[config.mk]
export PLATFORM = sky130hd
export DESIGN_NAME = rv32i_memoryaccess_stage
export DESIGN_NICKNAME = d
export VERILOG_FILES = /design/src/rtl/rv32i_memoryaccess_stage.sv
export SDC_FILE = /design/constraint.sdc
export NUM_CORES = 1
export LEC_CHECK = 0
export ABC_AREA = 0
export BUFFER_PORTS_ARGS = -buffer_cell sky130_fd_sc_hd__buf_2
export CAP_MARGIN = 40
export CORE_ASPECT_RATIO = 2
export CORE_MARGIN = 2
export CORE_UTILIZATION = 30
export CTS_CLUSTER_SIZE = 40
export DETAILED_ROUTE_END_ITERATION = 8
export PLACE_DENSITY = 0.48
export SLEW_MARGIN = 25
export SYNTH_ARGS = -nofsm -noshare
export SYNTH_HDL_FRONTEND = slang
export SYNTH_SLANG_ARGS = --single-unit
[constraint.sdc]
create_clock -name i_clk -period 3.5 [get_ports i_clk]
set_clock_uncertainty 0.2 [all_clocks]
set_input_delay 0.7 -clock i_clk [delete_from_list [all_inputs] [get_ports i_clk]]
set_output_delay 0.7 -clock i_clk [all_outputs]
set_load 0.005 [all_outputs]
[src/rtl/rv32i_memoryaccess_stage.sv]
// RV32I stage 4: runs LOAD/STORE on a req/ack data port, aligns/extends load
// data and produces the stage-5 result bundle plus the memory-busy stall.
`ifndef OPCODE_WIDTH
`define OPCODE_WIDTH 11
`endif
`ifndef LOAD
`define LOAD 2
`endif
`ifndef STORE
`define STORE 3
`endif

module rv32i_memoryaccess_stage #(
    parameter int ACK_TIMEOUT = 255
) (
    input  logic                     i_clk,
    input  logic                     i_rst,
    input  logic                     i_ce,
    input  logic                     i_stall,
    output logic                     o_stall,
    input  logic [`OPCODE_WIDTH-1:0] i_opcode,
    input  logic [2:0]               i_funct3,
    input  logic [4:0]               i_rd_addr,
    input  logic                     i_wr_rd,
    input  logic [31:0]              i_rd,
    input  logic [31:0]              i_rs2_store,
    output logic [4:0]               o_memoryaccess_rd_addr,
    output logic                     o_memoryaccess_wr_rd,
    output logic [31:0]              o_writeback_rd,
    output logic                     o_writeback_ce,
    output logic                     o_dmem_req,
    output logic                     o_dmem_we,
    output logic [31:0]              o_dmem_addr,
    output logic [31:0]              o_dmem_wdata,
    output logic [3:0]               o_dmem_wsel,
    input  logic                     i_dmem_ack,
    input  logic [31:0]              i_dmem_rdata,
    output logic                     o_misaligned,
    output logic                     o_bus_err
);
    typedef enum logic [1:0] {IDLE, WAIT, HOLD} state_t;

    state_t      state_q, state_d;
    logic [9:0]  cnt_q, cnt_d;
    logic        req_q, req_d, we_q, we_d;
    logic [31:0] addr_q, addr_d, wdata_q, wdata_d;
    logic [3:0]  wsel_q, wsel_d;
    logic        wb_ce_q, wb_ce_d;
    logic [31:0] rd_q, rd_d;
    logic [4:0]  rd_addr_q, rd_addr_d;
    logic        wr_rd_q, wr_rd_d, mis_q, mis_d, berr_q, berr_d;
    // Pending-access context, kept apart so the forwarding outputs stay stable
    // while a memory access is in flight.
    logic [4:0]  p_rd_addr_q, p_rd_addr_d;
    logic        p_wr_rd_q, p_wr_rd_d, p_load_q, p_load_d;
    logic [2:0]  p_f3_q, p_f3_d;
    logic [1:0]  p_off_q, p_off_d;
    logic [31:0] buf_q, buf_d;

    logic        is_load, is_store, misaligned;
    logic [31:0] sh, ld_val, st_wdata;
    logic [3:0]  st_wsel;
    logic        unused_opcode;

    assign is_load       = i_opcode[`LOAD];
    assign is_store      = i_opcode[`STORE];
    assign unused_opcode = ^i_opcode;
    assign misaligned    = (i_funct3[1:0] == 2'b01 && i_rd[0]) ||
                           (i_funct3[1] && i_rd[1:0] != 2'b00);

    always_comb begin
        st_wdata = i_rs2_store;
        st_wsel  = 4'b1111;
        if (i_funct3[1:0] == 2'b00) begin
            st_wdata = {4{i_rs2_store[7:0]}};
            st_wsel  = 4'b0001 << i_rd[1:0];
        end else if (i_funct3[1:0] == 2'b01) begin
            st_wdata = {2{i_rs2_store[15:0]}};
            st_wsel  = i_rd[1] ? 4'b1100 : 4'b0011;
        end
        if (!is_store) st_wsel = 4'b1111;
    end

    always_comb begin
        sh = i_dmem_rdata >> {p_off_q, 3'b000};
        case (p_f3_q)
            3'b000:  ld_val = {{24{sh[7]}}, sh[7:0]};
            3'b001:  ld_val = {{16{sh[15]}}, sh[15:0]};
            3'b100:  ld_val = {24'd0, sh[7:0]};
            3'b101:  ld_val = {16'd0, sh[15:0]};
            default: ld_val = i_dmem_rdata;
        endcase
    end

    always_comb begin
        state_d     = state_q;
        cnt_d       = cnt_q;
        req_d       = req_q;
        we_d        = we_q;
        addr_d      = addr_q;
        wdata_d     = wdata_q;
        wsel_d      = wsel_q;
        wb_ce_d     = wb_ce_q;
        rd_d        = rd_q;
        rd_addr_d   = rd_addr_q;
        wr_rd_d     = wr_rd_q;
        mis_d       = mis_q;
        berr_d      = berr_q;
        p_rd_addr_d = p_rd_addr_q;
        p_wr_rd_d   = p_wr_rd_q;
        p_load_d    = p_load_q;
        p_f3_d      = p_f3_q;
        p_off_d     = p_off_q;
        buf_d       = buf_q;
        case (state_q)
            IDLE: if (!i_stall) begin
                wb_ce_d = 1'b0;
                mis_d   = 1'b0;
                berr_d  = 1'b0;
                if (i_ce) begin
                    if (!(is_load || is_store)) begin
                        wb_ce_d   = 1'b1;
                        rd_d      = i_rd;
                        rd_addr_d = i_rd_addr;
                        wr_rd_d   = i_wr_rd;
                    end else if (misaligned) begin
                        wb_ce_d   = 1'b1;
                        mis_d     = 1'b1;
                        rd_d      = i_rd;
                        rd_addr_d = i_rd_addr;
                        wr_rd_d   = 1'b0;
                    end else begin
                        req_d       = 1'b1;
                        we_d        = is_store;
                        addr_d      = {i_rd[31:2], 2'b00};
                        wdata_d     = st_wdata;
                        wsel_d      = st_wsel;
                        p_rd_addr_d = i_rd_addr;
                        p_wr_rd_d   = i_wr_rd;
                        p_load_d    = is_load;
                        p_f3_d      = i_funct3;
                        p_off_d     = i_rd[1:0];
                        cnt_d       = '0;
                        state_d     = WAIT;
                    end
                end
            end
            WAIT: begin
                // Ack beats a coinciding timeout.
                if (i_dmem_ack) begin
                    req_d = 1'b0;
                    cnt_d = '0;
                    if (i_stall) begin
                        buf_d   = ld_val;
                        state_d = HOLD;
                    end else begin
                        wb_ce_d   = 1'b1;
                        rd_d      = ld_val;
                        rd_addr_d = p_rd_addr_q;
                        wr_rd_d   = p_wr_rd_q & p_load_q;
                        state_d   = IDLE;
                    end
                end else if (cnt_q == 10'(ACK_TIMEOUT - 1)) begin
                    req_d     = 1'b0;
                    cnt_d     = '0;
                    berr_d    = 1'b1;
                    wb_ce_d   = 1'b1;
                    rd_addr_d = p_rd_addr_q;
                    wr_rd_d   = 1'b0;
                    state_d   = IDLE;
                end else begin
                    cnt_d = cnt_q + 10'd1;
                end
            end
            HOLD: if (!i_stall) begin
                wb_ce_d   = 1'b1;
                rd_d      = buf_q;
                rd_addr_d = p_rd_addr_q;
                wr_rd_d   = p_wr_rd_q & p_load_q;
                state_d   = IDLE;
            end
            default: state_d = IDLE;
        endcase
    end

    always_ff @(posedge i_clk) begin
        if (i_rst) begin
            state_q     <= IDLE;
            cnt_q       <= '0;
            req_q       <= 1'b0;
            we_q        <= 1'b0;
            addr_q      <= '0;
            wdata_q     <= '0;
            wsel_q      <= '0;
            wb_ce_q     <= 1'b0;
            rd_q        <= '0;
            rd_addr_q   <= '0;
            wr_rd_q     <= 1'b0;
            mis_q       <= 1'b0;
            berr_q      <= 1'b0;
            p_rd_addr_q <= '0;
            p_wr_rd_q   <= 1'b0;
            p_load_q    <= 1'b0;
            p_f3_q      <= '0;
            p_off_q     <= '0;
            buf_q       <= '0;
        end else begin
            state_q     <= state_d;
            cnt_q       <= cnt_d;
            req_q       <= req_d;
            we_q        <= we_d;
            addr_q      <= addr_d;
            wdata_q     <= wdata_d;
            wsel_q      <= wsel_d;
            wb_ce_q     <= wb_ce_d;
            rd_q        <= rd_d;
            rd_addr_q   <= rd_addr_d;
            wr_rd_q     <= wr_rd_d;
            mis_q       <= mis_d;
            berr_q      <= berr_d;
            p_rd_addr_q <= p_rd_addr_d;
            p_wr_rd_q   <= p_wr_rd_d;
            p_load_q    <= p_load_d;
            p_f3_q      <= p_f3_d;
            p_off_q     <= p_off_d;
            buf_q       <= buf_d;
        end
    end

    assign o_stall                = (state_q != IDLE) | i_stall;
    assign o_dmem_req             = req_q;
    assign o_dmem_we              = we_q;
    assign o_dmem_addr            = addr_q;
    assign o_dmem_wdata           = wdata_q;
    assign o_dmem_wsel            = wsel_q;
    assign o_writeback_ce         = wb_ce_q;
    assign o_writeback_rd         = rd_q;
    assign o_memoryaccess_rd_addr = rd_addr_q;
    assign o_memoryaccess_wr_rd   = wr_rd_q;
    assign o_misaligned           = mis_q;
    assign o_bus_err              = berr_q;
endmodule

==> metrics.md <==
| Metric | Value |
|---|---|
| Status | `finished clean` |
| Crit-path cells | `buf_4, nand2b_1, mux4_2, o21ai_4, a221oi_1, o32ai_1` |
| Site Rows | `85` |
| #FFs+latches synth | `165` |
| Post-Synth Adder-Cell Area | `1.07%` |
| Met1 Routed Length | `10900 um` |
| Die ar. | `28600 sq um` |
| DIE HEIGHT | `237 um` |
| Slew HR | `52.2%` |
| Compound-cell area share of the yosys netlist | `24.7%` |
| CP arrival | `2.83 ns` |
| Worst slew pin tran | `0.717 ns` |
| Hold_sp | `o_dmem_wdata[24]$_SDFFE_PP0P_` |
| Mean Syn Cell Area | `7.94 sq um` |
| Layout area overhead | `25.5%` |
| Routed wl met3 | `1300 um` |
| Initial Util | `30.4%` |
| DRT Wirelength | `30300 um` |
| Core area | `26800 sq um` |
| # port buffers | `221` |
| Number of antenna violations at the first check in global routing | `1` |
| DP Worst Slack | `0.512 ns` |
| R2R Path End | `o_writeback_rd[16]$_SDFFE_PP0P_` |
| Synth unique cells | `55` |
| Final Core Density | `38.2%` |
| Nets | `1344` |
| GR Util All Layers | `21.1%` |
| Sw frac | `31.8%` |
| Vias post-DR | `8126` |
| Vias in the first global route | `7885` |
| Post-DP Area | `9630 sq um` |
| Num CTS Buffers | `17` |
| Commonest non-fill, non-tap cell in the layout | `buf_2` |
| CP peak stage delay | `0.52 ns` |
| CTS resizes | `0` |
| Hold Crit Class | `reg2reg` |
| Routability cong. | `0.854` |
| Hold Path End | `o_dmem_wdata[24]$_SDFFE_PP0P_` |
| Met2 WL | `16800 um` |
| GRT Residual Overflow | `0` |
| DR WL/cell | `19.2 um` |
| Clock Path Buffers | `2` |
| Unrepaired setup endpoints after global routing | `false` |
| Main combinational cell family by area after synthesis | `compound AO/OA/AOI/OAI gates` |
| Io pins | `233` |
| CP max stage cell | `mux4_2` |
| Antenna viol nets, final | `0` |
| Most frequent cells in the layout | `buf_2, nand2_1, dfxtp_1` |
| Setup Fix Bufs, Post-CTS | `0` |
| Required @ worst endpoint | `3.66 ns` |
| CTS tree | `yes` |
| Layout cells sized above 1 | `25.5%` |
| Reg2reg start | `p_off_q[0]$_SDFFE_PP0P_` |
| Num Clock Sinks | `165` |
| Synth Cell Area | `8150 sq um` |
| Post-detail-place hpwl | `22500 um` |
| Worst VDD drop | `0.000310 V` |
| Crit Path Category | `reg2reg` |
| Min Tclk post-route | `2.67 ns` |
| # setup viols final | `0` |
| DR vias/cell | `5.15` |
| Clk pin slew, worst setup/hold paths | `0.07 ns` |
| Synth Area in Simple Gates | `21.4%` |
| DIE WIDTH | `121 um` |
| Antenna Cells | `0` |
| Max-slew violations | `0` |
| Ys async rst share | `0%` |
| Sequential cell fraction of total power | `40.2%` |
| Post-synth EDFFs | `0` |
| Switching pwr | `1.65 mW` |
| Worst reg2reg path depth | `6` |
| Hold path depth | `2` |
| Final hold viol count | `0` |
| P per Cell Area | `507 nW/um^2` |
| First-pass GRT wire length | `46000 um` |
| Filler cells | `2875` |
| Pin count of the biggest net entering global routing | `70` |
| Design area | `10200 sq um` |
| H-Tree Depth | `4` |
| Mux cell area share after synthesis | `6.06%` |
| Post-Synth XOR/XNOR Area | `0%` |
| CP bufs+invs | `1` |
| Post-synthesis sequential area ratio | `40.5%` |
| CTS root buffer | `clkbuf_16` |
| Highest routed layer | `met5` |
| Crit start category | `flip-flop` |
| Synth warnings | `0` |
| Gate Count Post-Synth | `1027` |
| Cts-stage hold buffer count | `0` |
| DRT iter0 DRCs | `403` |
| Total negative slack | `0 ns` |
| MaxCap Viol Count | `0` |
| R2R setup slack | `0.83 ns` |
| Detailed-route DRC error count | `0` |
| Internal power | `3.54 mW` |
| Final worst-path cycle share | `76.2%` |
| Leak pwr | `4.09 nW` |
| Crit. path cell count | `6` |
| Hold WS | `0.252 ns` |
| Critical path endpoint category | `flip-flop` |
| Pre-antenna DRT Iters | `5` |
| Crit Path Max Fanout | `16` |
| Synth Flop Type | `dfxtp_1` |
| Critical path's top delay family | `compound AO/OA/AOI/OAI gates` |
| F_max | `0.375 GHz` |
| Final worst slack | `0.832 ns` |
| Clock Latency Late Sink | `0.45 ns` |
| Clock power frac | `38.0%` |
| Combinational power share | `21.8%` |
==> worst max-delay path by stage <==
stage	endpoint	slack, ns	startpoint
after floorplan	o_writeback_rd[28]$_SDFFE_PP0P_	1.08	i_stall
after global placement	o_dmem_req$_SDFFE_PP0P_	0.55	i_stall
after detailed placement	o_dmem_addr[21]$_SDFFE_PP0P_	0.51	i_stall
after CTS	o_writeback_rd[16]$_SDFFE_PP0P_	0.82	p_off_q[0]$_SDFFE_PP0P_
after global routing	o_writeback_rd[16]$_SDFFE_PP0P_	0.66	p_off_q[0]$_SDFFE_PP0P_
final	o_writeback_rd[16]$_SDFFE_PP0P_	0.83	p_off_q[0]$_SDFFE_PP0P_
==> flip-flops by register name, summed over array words and instances (netlist names), 2 cells and up <==
| signal | cells |
|---|---|
| o_dmem_wsel | 4 |
| cnt_q | 10 |
| o_dmem_addr | 30 |
| o_writeback_rd | 32 |
| p_off_q | 2 |
| p_f3_q | 3 |
| o_dmem_wdata | 32 |
| o_memoryaccess_rd_addr | 5 |
| p_rd_addr_q | 5 |
| buf_q | 32 |
| state_q | 2 |
==> synthesized netlist by cell type (2+ instances only) <==
| master | count | area [sq um] |
|---|---|---|
| o21ai_0 | 42 | 210 |
| a221oi_1 | 31 | 272 |
| buf_2 | 12 | 60.1 |
| dfxtp_1 | 165 | 3300 |
| nand3_1 | 8 | 40.0 |
| nand4_1 | 2 | 12.5 |
| and2_1 | 11 | 68.8 |
| or3_1 | 10 | 62.6 |
| inv_1 | 31 | 116 |
| nor2_1 | 102 | 383 |
| o221ai_1 | 13 | 114 |
| o22ai_1 | 7 | 43.8 |
| a32oi_1 | 2 | 17.5 |
| and3_1 | 4 | 25.0 |
| nor4_1 | 3 | 18.8 |
| o2bb2ai_1 | 7 | 61.3 |
| a31oi_1 | 2 | 12.5 |
| a21oi_1 | 88 | 440 |
| o32ai_1 | 7 | 61.3 |
| a311oi_1 | 13 | 114 |
| o21ai_2 | 2 | 17.5 |
| nor2b_1 | 9 | 56.3 |
| ha_1 | 7 | 87.6 |
| o41ai_1 | 8 | 70.1 |
| o31ai_1 | 2 | 15.0 |
| a211oi_1 | 34 | 255 |
| buf_4 | 2 | 15.0 |
| clkbuf_1 | 70 | 263 |
| buf_6 | 3 | 33.8 |
| nand2_1 | 202 | 758 |
| nor3_1 | 8 | 40.0 |
| a22oi_1 | 9 | 67.6 |
| o32ai_2 | 10 | 163 |
| nand3b_1 | 20 | 150 |
| or2_2 | 4 | 25.0 |
| buf_1 | 3 | 11.3 |
| nand2b_1 | 11 | 68.8 |
| mux2i_1 | 46 | 460 |
==> layout make-up <==
class                   count  area (sq um)  share of cell area [%]
multi-input cells         741          4360                    42.6
flip-flops and latches    165          3300                    32.3
repair buffers            260          1410                    13.8
clock buffers              19           443                    4.33
well taps                 348           435                    4.26
clock inverters            13           159                    1.55
inverters                  31           116                    1.14
==> tightest hold or removal path, delay by kind of cell (launching register included) <==
family,cells,cell delay (ns)
AO/OA/AOI/OAI,1,0.05
flip-flops,1,0.31
AND/OR/NAND/NOR,1,0.05
==> per-layer routing <==
layer  GRT usage [%]  vias up
met3            4.48       52
met4            10.1        2
met2            40.2      211
met5               0        -
met1            21.2     3847
li1                -     4014
==> metrics by stage <==
| step | std cells | power [mW] |
|---|---|---|
| finish | 1577 | 5.19 |
| global route | 1577 | 5.45 |
| CTS | 1577 | 5.27 |
| detailed placement | 1545 | 3.28 |
| global placement | 1544 | 3.27 |
| floorplan | 1028 | 2.78 |
==> cell families after synthesis <==
logic type / after synthesis
AOI/OAI and AO/OA: 286
adders and majority gates: 7
buffers and inverters: 122
DFF: 165
muxes: 48
other: 1
and+or+nand+nor: 398
==> power by group through the flow <==
stage / Clock [mW] / Combinational, mW / Sequential [mW]
after floorplan: 0 / 0.651 / 2.13
after global placement: 0 / 1.14 / 2.13
after detailed placement: 0 / 1.15 / 2.13
after CTS: 2.03 / 1.15 / 2.09
after global routing: 2.10 / 1.25 / 2.10
final: 1.97 / 1.13 / 2.09
Note: power is estimated with default switching activity, not from simulation.
